===== src/rtl/systolic_array_nxn_pkg.sv =====
// Shared types and constants for the N x N output-stationary systolic array.
package systolic_pkg;

   typedef enum logic [1:0] {
      IDLE  = 2'd0,
      FEED  = 2'd1,
      DRAIN = 2'd2,
      OUT   = 2'd3
   } state_t;

   // Accumulator width that cannot overflow for k_len <= k_max.
   function automatic int acc_w_default(input int data_w, input int k_max);
      return 2 * data_w + $clog2(k_max);
   endfunction

   // Zero-injection advances needed to flush the skewed wavefront through the array.
   function automatic int drain_cycles(input int n);
      return 2 * n - 2;
   endfunction

endpackage


===== src/rtl/systolic_array_nxn_if.sv =====
// Operand-beat and result-row handshake bundle of the systolic array.
interface systolic_array_nxn_if
   import systolic_pkg::*;
#(
   parameter int N      = 4,
   parameter int DATA_W = 8,
   parameter int K_MAX  = 256,
   parameter int ACC_W  = acc_w_default(DATA_W, K_MAX)
);
   logic                  in_valid;
   logic                  in_ready;
   logic [N*DATA_W-1:0]   a_col;
   logic [N*DATA_W-1:0]   b_row;
   logic                  out_valid;
   logic                  out_ready;
   logic [$clog2(N)-1:0]  out_row;
   logic [N*ACC_W-1:0]    out_data;

   modport master (
      output in_valid, a_col, b_row, out_ready,
      input  in_ready, out_valid, out_row, out_data
   );

   modport slave (
      input  in_valid, a_col, b_row, out_ready,
      output in_ready, out_valid, out_row, out_data
   );
endinterface


===== src/rtl/systolic_array_nxn_pe.sv =====
// One multiply-accumulate cell: forwards A right and B down, accumulates on each advance.
module systolic_pe #(
   parameter int DATA_W = 8,
   parameter int ACC_W  = 24
) (
   input  logic              clk,
   input  logic              rst,
   input  logic              adv,
   input  logic              clr,
   input  logic [DATA_W-1:0] a_in,
   input  logic [DATA_W-1:0] b_in,
   output logic [DATA_W-1:0] a_out,
   output logic [DATA_W-1:0] b_out,
   output logic [ACC_W-1:0]  acc
);
   logic [DATA_W-1:0]   a_q, a_d;
   logic [DATA_W-1:0]   b_q, b_d;
   logic [ACC_W-1:0]    acc_q, acc_d;
   logic [2*DATA_W-1:0] prod;

   // Clear wins over advance; otherwise hold so stalled beats are lossless.
   always_comb begin
      prod  = {{DATA_W{1'b0}}, a_in} * {{DATA_W{1'b0}}, b_in};
      a_d   = a_q;
      b_d   = b_q;
      acc_d = acc_q;
      if (clr) begin
         a_d   = '0;
         b_d   = '0;
         acc_d = '0;
      end else if (adv) begin
         a_d   = a_in;
         b_d   = b_in;
         acc_d = acc_q + ACC_W'(prod);
      end
   end

   // Cell state register.
   always_ff @(posedge clk or negedge rst) begin
      if (!rst) begin
         a_q   <= '0;
         b_q   <= '0;
         acc_q <= '0;
      end else begin
         a_q   <= a_d;
         b_q   <= b_d;
         acc_q <= acc_d;
      end
   end

   assign a_out = a_q;
   assign b_out = b_q;
   assign acc   = acc_q;
endmodule


===== src/rtl/systolic_array_nxn.sv =====
// N x N output-stationary matrix-multiply engine with input skew, drain and row readout.
//
//  state | meaning
//  IDLE  | waiting for start; start clears array and latches k_len
//  FEED  | accepting k_len operand beats, one advance per fire
//  DRAIN | 2N-2 zero-injection advances to finish the wavefront
//  OUT   | presenting result rows 0..N-1, one per out handshake
module systolic_array_nxn
   import systolic_pkg::*;
#(
   parameter int N      = 4,
   parameter int DATA_W = 8,
   parameter int K_MAX  = 256,
   parameter int ACC_W  = acc_w_default(DATA_W, K_MAX)
) (
   input  logic                       clk,
   input  logic                       rst,
   input  logic                       start,
   input  logic [$clog2(K_MAX+1)-1:0] k_len,
   output logic                       busy,
   output logic                       done,
   systolic_array_nxn_if.slave        bus
);
   localparam int KW = $clog2(K_MAX + 1);
   localparam int DW = $clog2(2 * N);
   localparam int RW = $clog2(N);
   localparam logic [DW-1:0] DRAIN_N = DW'(drain_cycles(N));

   state_t            state_q, state_d;
   logic [KW-1:0]     k_cnt_q, k_cnt_d;
   logic [DW-1:0]     drain_cnt_q, drain_cnt_d;
   logic [RW-1:0]     out_row_q, out_row_d;
   logic [N*ACC_W-1:0] out_data_q, out_data_d;
   logic              in_ready_q, in_ready_d;
   logic              out_valid_q, out_valid_d;
   logic              busy_q, busy_d;
   logic              done_q, done_d;

   logic feed_fire, out_fire, adv, clr;

   logic [DATA_W-1:0] a_lane [N];
   logic [DATA_W-1:0] b_lane [N];
   logic [DATA_W-1:0] a_edge [N];
   logic [DATA_W-1:0] b_edge [N];
   logic [DATA_W-1:0] a_fwd  [N][N];
   logic [DATA_W-1:0] b_fwd  [N][N];
   logic [ACC_W-1:0]  acc    [N][N];

   assign feed_fire = (state_q == FEED) && bus.in_valid;
   assign out_fire  = out_valid_q && bus.out_ready;
   assign adv       = feed_fire || (state_q == DRAIN);
   assign clr       = (state_q == IDLE) && start;

   // Operand lanes; zeros are injected outside FEED so the drain flushes cleanly.
   always_comb begin
      for (int i = 0; i < N; i++) begin
         a_lane[i] = '0;
         b_lane[i] = '0;
         if (state_q == FEED) begin
            a_lane[i] = bus.a_col[i*DATA_W +: DATA_W];
            b_lane[i] = bus.b_row[i*DATA_W +: DATA_W];
         end
      end
   end

   for (genvar gi = 0; gi < N; gi++) begin : g_skew
      if (gi == 0) begin : g_direct
         assign a_edge[gi] = a_lane[gi];
         assign b_edge[gi] = b_lane[gi];
      end else begin : g_dly
         logic [DATA_W-1:0] sa_q [gi];
         logic [DATA_W-1:0] sa_d [gi];
         logic [DATA_W-1:0] sb_q [gi];
         logic [DATA_W-1:0] sb_d [gi];

         // Lane gi is delayed by gi advances; shifts only when the array advances.
         always_comb begin
            for (int s = 0; s < gi; s++) begin
               sa_d[s] = sa_q[s];
               sb_d[s] = sb_q[s];
            end
            if (clr) begin
               for (int s = 0; s < gi; s++) begin
                  sa_d[s] = '0;
                  sb_d[s] = '0;
               end
            end else if (adv) begin
               sa_d[0] = a_lane[gi];
               sb_d[0] = b_lane[gi];
               for (int s = 1; s < gi; s++) begin
                  sa_d[s] = sa_q[s-1];
                  sb_d[s] = sb_q[s-1];
               end
            end
         end

         // Skew shift registers.
         always_ff @(posedge clk or negedge rst) begin
            if (!rst) begin
               for (int s = 0; s < gi; s++) begin
                  sa_q[s] <= '0;
                  sb_q[s] <= '0;
               end
            end else begin
               for (int s = 0; s < gi; s++) begin
                  sa_q[s] <= sa_d[s];
                  sb_q[s] <= sb_d[s];
               end
            end
         end

         assign a_edge[gi] = sa_q[gi-1];
         assign b_edge[gi] = sb_q[gi-1];
      end
   end

   for (genvar gi = 0; gi < N; gi++) begin : g_row
      for (genvar gj = 0; gj < N; gj++) begin : g_col
         logic [DATA_W-1:0] a_src, b_src;
         if (gj == 0) begin : g_a_edge
            assign a_src = a_edge[gi];
         end else begin : g_a_fwd
            assign a_src = a_fwd[gi][gj-1];
         end
         if (gi == 0) begin : g_b_edge
            assign b_src = b_edge[gj];
         end else begin : g_b_fwd
            assign b_src = b_fwd[gi-1][gj];
         end

         systolic_pe #(.DATA_W(DATA_W), .ACC_W(ACC_W)) u_pe (
            .clk   (clk),
            .rst   (rst),
            .adv   (adv),
            .clr   (clr),
            .a_in  (a_src),
            .b_in  (b_src),
            .a_out (a_fwd[gi][gj]),
            .b_out (b_fwd[gi][gj]),
            .acc   (acc[gi][gj])
         );
      end
   end

   // FSM next state with beat down-counter and drain down-counter.
   always_comb begin
      state_d     = state_q;
      k_cnt_d     = k_cnt_q;
      drain_cnt_d = drain_cnt_q;
      out_row_d   = out_row_q;
      case (state_q)
         IDLE: begin
            if (start) begin
               state_d   = FEED;
               k_cnt_d   = (k_len == '0) ? KW'(1) : k_len;
               out_row_d = '0;
            end
         end
         FEED: begin
            if (feed_fire) begin
               if (k_cnt_q == KW'(1)) begin
                  state_d     = DRAIN;
                  drain_cnt_d = DRAIN_N;
               end else begin
                  k_cnt_d = k_cnt_q - KW'(1);
               end
            end
         end
         DRAIN: begin
            if (drain_cnt_q == DW'(1)) begin
               state_d   = OUT;
               out_row_d = '0;
            end else begin
               drain_cnt_d = drain_cnt_q - DW'(1);
            end
         end
         OUT: begin
            if (out_fire) begin
               if (out_row_q == RW'(N - 1)) begin
                  state_d   = IDLE;
                  out_row_d = '0;
               end else begin
                  out_row_d = out_row_q + RW'(1);
               end
            end
         end
         default: state_d = IDLE;
      endcase
   end

   // Registered outputs derived from the next state. Row 0 is already final when
   // OUT is entered, since only the bottom-right corner still accumulates on the last drain advance.
   always_comb begin
      in_ready_d  = (state_d == FEED);
      out_valid_d = (state_d == OUT);
      busy_d      = (state_d != IDLE);
      done_d      = (state_q == OUT) && (state_d == IDLE);
      out_data_d  = '0;
      if (state_d == OUT) begin
         for (int j = 0; j < N; j++) begin
            out_data_d[j*ACC_W +: ACC_W] = acc[out_row_d][j];
         end
      end
   end

   // Control and output registers.
   always_ff @(posedge clk or negedge rst) begin
      if (!rst) begin
         state_q     <= IDLE;
         k_cnt_q     <= '0;
         drain_cnt_q <= '0;
         out_row_q   <= '0;
         out_data_q  <= '0;
         in_ready_q  <= 1'b0;
         out_valid_q <= 1'b0;
         busy_q      <= 1'b0;
         done_q      <= 1'b0;
      end else begin
         state_q     <= state_d;
         k_cnt_q     <= k_cnt_d;
         drain_cnt_q <= drain_cnt_d;
         out_row_q   <= out_row_d;
         out_data_q  <= out_data_d;
         in_ready_q  <= in_ready_d;
         out_valid_q <= out_valid_d;
         busy_q      <= busy_d;
         done_q      <= done_d;
      end
   end

   assign bus.in_ready  = in_ready_q;
   assign bus.out_valid = out_valid_q;
   assign bus.out_row   = out_row_q;
   assign bus.out_data  = out_data_q;
   assign busy          = busy_q;
   assign done          = done_q;
endmodule


===== src/flat_wrapper.sv =====
// flat-port wrapper written by rule: the top's interface ports become plain ports
module systolic_array_nxn_flat import systolic_pkg::*;
#(
   parameter int N      = 4,
   parameter int DATA_W = 8,
   parameter int K_MAX  = 256,
   parameter int ACC_W  = acc_w_default(DATA_W, K_MAX)
)
  (clk, rst, start, k_len, busy, done, bus_in_valid, bus_a_col, bus_b_row, bus_out_ready, bus_in_ready, bus_out_valid, bus_out_row, bus_out_data);
  systolic_array_nxn_if #(.N(N), .DATA_W(DATA_W), .K_MAX(K_MAX), .ACC_W(ACC_W)) bus_i ();
  input  logic clk;
  input  logic rst;
  input  logic start;
  input  logic [$clog2(K_MAX+1)-1:0] k_len;
  output logic busy;
  output logic done;
  input wire logic [$bits(bus_i.in_valid)-1:0] bus_in_valid;
  input wire logic [$bits(bus_i.a_col)-1:0] bus_a_col;
  input wire logic [$bits(bus_i.b_row)-1:0] bus_b_row;
  input wire logic [$bits(bus_i.out_ready)-1:0] bus_out_ready;
  output wire logic [$bits(bus_i.in_ready)-1:0] bus_in_ready;
  output wire logic [$bits(bus_i.out_valid)-1:0] bus_out_valid;
  output wire logic [$bits(bus_i.out_row)-1:0] bus_out_row;
  output wire logic [$bits(bus_i.out_data)-1:0] bus_out_data;
  assign bus_i.in_valid = bus_in_valid;
  assign bus_i.a_col = bus_a_col;
  assign bus_i.b_row = bus_b_row;
  assign bus_i.out_ready = bus_out_ready;
  assign bus_in_ready = bus_i.in_ready;
  assign bus_out_valid = bus_i.out_valid;
  assign bus_out_row = bus_i.out_row;
  assign bus_out_data = bus_i.out_data;
  systolic_array_nxn #(.N(N), .DATA_W(DATA_W), .K_MAX(K_MAX), .ACC_W(ACC_W)) u_core (.clk(clk), .rst(rst), .start(start), .k_len(k_len), .busy(busy), .done(done), .bus(bus_i));
endmodule

===== config.mk =====
export PLATFORM = sky130hd
export DESIGN_NAME = systolic_array_nxn_flat
export DESIGN_NICKNAME = d
export VERILOG_FILES = /design/src/rtl/systolic_array_nxn_pkg.sv /design/src/rtl/systolic_array_nxn_if.sv /design/src/rtl/systolic_array_nxn_pe.sv /design/src/rtl/systolic_array_nxn.sv /design/src/flat_wrapper.sv
export SDC_FILE = /design/constraint.sdc
export NUM_CORES = 2
export LEC_CHECK = 0
export CORE_MARGIN = 5
export CORE_UTILIZATION = 60
export CTS_BUF_LIST = sky130_fd_sc_hd__clkbuf_2
export DETAILED_ROUTE_END_ITERATION = 8
export PLACE_DENSITY_LB_ADDON = 0.1
export SYNTH_ARGS = -nofsm -noshare
export SYNTH_HDL_FRONTEND = slang
export SYNTH_SLANG_ARGS = --single-unit

===== constraint.sdc =====
create_clock -name clk -period 8.05 [get_ports clk]
set_clock_uncertainty 0.2 [all_clocks]
set_input_delay 1.61 -clock clk [delete_from_list [all_inputs] [get_ports clk]]
set_output_delay 1.61 -clock clk [all_outputs]
set_load 0.05 [all_outputs]

# == Word level (Yosys, flattened, before mapping) ==
# Index checks and enable logic that the tools add are counted.
# word_totals
ff_bits,788
latch_bits,0
wordCells,250
rom_bits,0
memories,0
output_inout_bits,102
mem_bits_rw,0
# classes
magnitude_cmp,1
n_reduce_logical,14
n_shift,0
add_sub_neg,19
eq_ne,13
div,0
bitwise_logic,1
mul,16
mux,125
# ops
operator,count
24-bit 2-to-1 mux,36
8-bit 2-to-1 mux,60
24-bit by 16-bit adder with 24-bit output,16
96-bit 2-to-1 mux,3
8-bit by 8-bit multiplier with 16-bit output,16
96-bit binary-select mux with 2-bit select,1
16-bit 2-to-1 mux,4
9-bit 2-to-1 mux,4
2-bit 2-to-1 mux,10
9-bit one-hot mux with 2 select lines,1
9-bit by 1-bit == test with 1-bit output (second input constant),1
9-bit logical NOT,1
3-bit 2-to-1 mux,3
9-bit by 1-bit subtractor with 9-bit output (second input constant),1
2-bit == test (second input constant),4
2-bit inequality test (second input constant),4
2-bit one-hot mux with 4 select lines,1
4-bit AND reduction,2
2-bit nonzero test,4
2-bit one-hot mux with 3 select lines,1
3-bit one-hot mux with 2 select lines,1
2-bit by 1-bit == test with 1-bit output (second input constant),2
1-bit logical AND,4
2-bit logical NOT,2
7 further kinds,7

# == Longest topological paths before layout ==
# logic_depth
depth_word,9
mapped_depth,23
depth_no_buf,21

# == By module ==
# From an unflattened synthesis, not the netlist that was laid out.
# hier_totals
cells_unflattened,8848
area_unflattened_um2,81690.8
# by_module_without_submodules
mod,cells_per_inst,n_inst,area_each_um2
systolic_pe at u_core.g_row[2].g_col[2].u_pe ...,503,5,4569.4
systolic_pe at u_core.g_row[1].g_col[0].u_pe ...,480,5,4379.2
systolic_pe at u_core.g_row[0].g_col[0].u_pe ...,487,3,4446.8
systolic_array_nxn,1003,1,10344.9
systolic_pe at u_core.g_row[3].g_col[3].u_pe,504,1,4513.1
systolic_pe at u_core.g_row[2].g_col[1].u_pe,486,1,4405.5
systolic_pe at u_core.g_row[0].g_col[3].u_pe,479,1,4344.2

# == Worst setup path after synthesis ==
# No wires, ideal clock.
# synth_path
kind,input to register
from,in bus_b_row[0]
to,reg u_core.g_row[0].g_col[0].u_pe.acc_q[19]
t_arrival_ps,5891
n_path_buf,1
path_stages,18
setup_ps,79
setup_slack_ps,1879
path_cell_list,and2_1 > clkbuf_1 > nand2_1 > fa_1 > inv_1 > fa_1 > fa_1 > inv_1 > fa_1 > inv_1 > ha_1 > a21oi_1 > nor4b_1 > a22oi_1 > a21oi_1 > o21ai_0 > a41oi_1 > mux2i_1
# synth_between
elab_chain_len,5
# synth_lines
item,line,rtl
"start, declared",flat_wrapper.sv:19,input wire logic [$bits(bus_i.b_row)-1:0] bus_b_row;
8-bit 2-to-1 mux,systolic_array_nxn.sv:59,if (state_q == FEED) begin
8-bit by 8-bit multiplier with 16-bit output,systolic_array_nxn_pe.sv:23,"prod = {{DATA_W{1'b0}}, a_in} * {{DATA_W{1'b0}}, b_in};"
24-bit by 16-bit adder with 24-bit output,systolic_array_nxn_pe.sv:34,acc_d = acc_q + ACC_W'(prod);
24-bit 2-to-1 mux,systolic_array_nxn_pe.sv:31,end else if (adv) begin
24-bit 2-to-1 mux,systolic_array_nxn_pe.sv:27,if (clr) begin
"end signal, assigned",systolic_array_nxn_pe.sv:43,acc_q <= '0;
"end signal, assigned",systolic_array_nxn_pe.sv:47,acc_q <= acc_d;
"end, declared",systolic_array_nxn_pe.sv:18,"logic [ACC_W-1:0] acc_q, acc_d;"
# No other way between the ends. The select of a mux whose other input is x is not followed.
# A chain may end at the register's enable or synchronous reset.

# == Final worst setup path ==
# layout_path
from,reg u_core.state_q[1]
to,reg u_core.g_row[0].g_col[0].u_pe.acc_q[19]
# layout_between
elab_chain_len,6
elab_cells_between_ends,13
classes_between,add/sub: 1; mul: 1; eq/ne: 2; mux: 4; reduce/logical: 5
# layout_lines
item,line,rtl
"start, declared",systolic_array_nxn.sv:29,"state_t state_q, state_d;"
"start signal, assigned",systolic_array_nxn.sv:219,state_q <= state_d;
2-bit by 1-bit == test with 1-bit output,"systolic_array_nxn.sv:49, systolic_array_nxn.sv:59",
8-bit 2-to-1 mux,systolic_array_nxn.sv:59,
8-bit by 8-bit multiplier with 16-bit output,systolic_array_nxn_pe.sv:23,
24-bit by 16-bit adder with 24-bit output,systolic_array_nxn_pe.sv:34,
24-bit 2-to-1 mux,systolic_array_nxn_pe.sv:31,
24-bit 2-to-1 mux,systolic_array_nxn_pe.sv:27,
# Parallel ways exist; a longest one is shown, timed or not. The select of a mux whose other input is x is not followed.

==> results.sh <==
export IMPL_start_util=0.601
export IMPL_timing_hold_ws_ns=0.252
export IMPL_drc=0
export IMPL_cts_buffer_depth=3
export IMPL_synthesis_instances=8560
export IMPL_die_x_um=367
export IMPL_drt_iter0_drc=3899
export IMPL_cts_made_buffers=217
export IMPL_gr_total_overflow=0
export IMPL_grt_first_pass_wirelength_mm=340
export IMPL_hold_viol=0
export IMPL_detail_route_wl_per_cell_um=20.3
export IMPL_postSynth_asyncResetShare=1.00
export IMPL_post_cts_buffers=0
export IMPL_drive_gt1_frac=0.0616
export IMPL_peakVddDrop_v=0.000590
export IMPL_path_clk_slew_ns=0.10
export IMPL_clkLatencyLatePin_ns=1.74
export IMPL_drt_vias_per_instance=5.71
export IMPL_vias=59400
export IMPL_period_minus_slack_ns=6.55
export IMPL_crit_required_ns=9.48
export IMPL_worstPathMaxFanout=95
export IMPL_die_y_um=367
export IMPL_syn_to_final_growth_pct=6.21
export IMPL_tightest_slew_ns=1.18
export IMPL_holdBufCountCts=1
export IMPL_place_gp_congestion=0.926
export IMPL_arrival_ns=7.98
export IMPL_slew_viol_final=0
export IMPL_first_global_vias=60900
export IMPL_grt_util_all_layers=0.319
export IMPL_synth_nets=10100
export IMPL_final_nets=10100
export IMPL_seq_area_frac_synth=0.258
export IMPL_synthXorXnorAreaFrac=0.0213
export IMPL_period_share=0.814
export IMPL_relSlewSlack=0.210
export IMPL_crit_slowest_cell="dfrtp_1"
export IMPL_crit_path_max_incr_delay_ns=0.69
export IMPL_cts_tree="built"
export IMPL_synth_top_area_cell="dfrtp_1"
export IMPL_fill_cells=11100
export IMPL_core_area_um2=127000
export IMPL_antenna_left=0
export IMPL_synth_mux_area_fraction=0.0325
export IMPL_powerDensity_nw_per_um2=419
export IMPL_rsz0062_at_grt="no"
export IMPL_dp_hpwl_mm=157
export IMPL_cap_violations=0
export IMPL_io_buffers=179
export IMPL_startpoint_type="flop"
export IMPL_crit_chain="nor2_4 > buf_12 > nand3_1 > fa_1 > inv_1 > fa_1 > fa_1 > inv_1 > fa_1 > inv_1 > ha_1 > o21a_1 > o21ai_0 > a22oi_1 > a21oi_1 > o21ai_0 > a41oi_1 > mux2i_1"
export IMPL_synth_area_um2=76500
export IMPL_yosysTopAreaCellShare=0.258
export IMPL_setup_violations=0
export IMPL_netlist_top_cells_area="dfrtp_1 26%, fa_1 21%, ha_1 11%, inv_1 8.2%, nand2_1 6.5%"
export IMPL_yosys_warnings=0
export IMPL_first_pass_iters=6
export IMPL_grt_max_degree=179
export IMPL_cts_sinks=788
export IMPL_postSynthAreaPerCell_um2=8.94
export IMPL_ctsResizeCount=0
export IMPL_path_class="reg -> reg"
export IMPL_synth_top_family_by_area="adder cells"
export IMPL_clock_root_buffer="clkbuf_2"
export IMPL_yosys_register_bits=788
export IMPL_grt_antenna_before_repair=7
export IMPL_synth_compound_area_frac=0.0871
export IMPL_tns_ns=0
export IMPL_fmax_mhz=153
export IMPL_htreeDepth=4
export IMPL_end_kind="flop"
export IMPL_leakage_nw=43.1
export IMPL_path_common_cell="fa_1"
export IMPL_holdCritPathClass="in -> reg"
export IMPL_synth_adder_area_share=0.318
export IMPL_status="finished clean"
export IMPL_finalWirelength_mm=211
export IMPL_io_pins=180
export IMPL_dieArea_um2=135000
export IMPL_synth_edff_count=0
export IMPL_synth_cell_types=89
export IMPL_synthSimpleGateAreaFrac=0.178
export IMPL_num_rows=131
export IMPL_ys_dominant_reg_cell="dfrtp_1"
-- flip-flops by register name, indices dropped and copies added, names as in the netlist --
signal	count
u_core.g_skew.g_dly.sa_q	24
u_core.g_row.g_col.a_src	24
u_core.g_row.g_col.b_src	24
u_core.k_cnt_q	9
u_core.bus.out_row	2
u_core.bus.out_valid	1
u_core.state_q	2
u_core.done	1
u_core.busy	1
u_core.g_row.g_col.u_pe.a_out	96
u_core.bus.in_ready	1
u_core.g_skew.g_dly.sb_q	24
u_core.g_row.g_col.u_pe.acc	384
u_core.bus.out_data	96
u_core.g_row.g_col.u_pe.b_out	96
u_core.drain_cnt_q	3
-- placed cells by master, fill, tap and decap left out, types with 36 or more instances in the layout --
master | synthesis | final
fa_1 | 800 | 800
clkbuf_2 | 0 | 324
o31ai_1 | 88 | 88
and2_1 | 636 | 635
nor3_1 | 36 | 36
inv_1 | 1680 | 1680
mux4_2 | 96 | 96
and3_1 | 65 | 65
o21bai_1 | 41 | 41
clkinv_1 | 0 | 45
dfrtp_1 | 788 | 788
nand2b_1 | 42 | 42
a21oi_1 | 227 | 225
nor2_1 | 141 | 139
nand2_1 | 1318 | 1318
o21ai_0 | 258 | 258
a21o_1 | 105 | 104
xor2_1 | 98 | 98
o22ai_1 | 54 | 54
nand3_1 | 459 | 459
ha_1 | 661 | 661
clkdlybuf4s50_1 | 0 | 178
xnor2_1 | 88 | 88
-- power breakdown --
| group | switching [W] | leakage (nW) | internal, W |
|---|---|---|---|
| clock | 0.00188 | 1.57 | 0.00132 |
| sequential | 0.00284 | 10.4 | 0.00531 |
| combinational | 0.0134 | 31.2 | 0.00929 |
| total | 0.0181 | 43.1 | 0.0159 |
-- final timing paths --
check / from / endpoint / slack, ns / depth (start not counted)
hold reg to reg: u_core.g_skew[2].g_dly.sb_q[8] / u_core.g_row[0].g_col[2].b_src[0] / 0.27 / 2
hold / removal: bus_a_col[15] / u_core.g_row[1].g_col[0].a_src[7] / 0.25 / 3
setup / recovery: u_core.state_q[1] / u_core.g_row[0].g_col[0].u_pe.acc[19] / 1.50 / 18
min in group asynchronous: rst / u_core.g_row[2].g_col[3].u_pe.acc[21] / 0.27 / 2
max in group asynchronous: rst / u_core.g_row[2].g_col[2].u_pe.acc[16] / 5.63 / 4
setup reg to reg: u_core.state_q[1] / u_core.g_row[0].g_col[0].u_pe.acc[19] / 1.50 / 18
-- cell type report --
cell class	instances	area, um2	share of cell area
tap	1662	2080	0.0256
sequential	788	19700	0.243
inverter	1682	6310	0.0777
timing repair buffer	215	2260	0.0278
antenna	10	25.0	0.000308
clock inverter	69	493	0.00607
multi-input combinational	5638	48700	0.600
clock buffer	324	1620	0.0200
-- through the flow --
stage / setup slack [ns] / total power, W / instance area, um2 / util / instances
finish: 1.50 / 0.0341 / 81200 / 0.639 / 10400
global route: 1.13 / 0.0380 / 81200 / 0.639 / 10400
CTS: 1.55 / 0.0341 / 81200 / 0.639 / 10400
detailed placement: 0.745 / 0.0307 / 79100 / 0.622 / 9984
global placement: 0.898 / 0.0300 / 79100 / 0.622 / 9984
floorplan: 1.88 / 0.0246 / 76500 / - / 8560
-- synthesized netlist by cell type (all sizes together) (6+ instances only) --
library cell	n
or4	12
o21ai	265
dfrtp	788
inv	1682
xor2	98
a211o	11
a21boi	8
and2	637
nand2	1320
and3	65
a211oi	34
nor2b	20
mux4	96
or3	33
o211ai	16
ha	661
a31oi	34
nand3	459
a2111oi	12
o21a	31
nand2b	42
nand4	27
o31ai	89
mux2i	27
nor4	8
nor3	36
and4	8
nor2	142
fa	800
a21oi	228
a41o	7
a31o	11
a21o	105
o22ai	54
or2	7
nor3b	8
xnor2	88
clkbuf	359
o32ai	7
o211a	6
o21bai	41
a41oi	7
buf	93
a22o	8
-- critical path, delay by kind of cell, from the launching register on --
kind                     cells  cell delay [ns]
adder cells (fa/ha/maj)      5             2.38
AO/OA/AOI/OAI                6             1.57
multiplexers                 1             0.21
flip-flops                   1             0.69
buffers and inverters        4             0.61
AND/OR/NAND/NOR              2             0.82
-- kinds of logic after synthesis --
logic type | count (synthesis)
AO/OA/AOI/OAI | 1025
XOR/XNOR | 186
adder cells (fa/ha/maj) | 1461
buffers and inverters | 2134
flip-flops | 788
multiplexers | 128
AND/OR/NAND/NOR | 2838
-- per-layer routing --
metal	routed length (um)	global-route usage
met5	141	0
met1	85900	0.415
met4	11300	0.152
met2	101000	0.523
met3	12900	0.0564
Note: power is estimated with default switching activity, not from simulation.
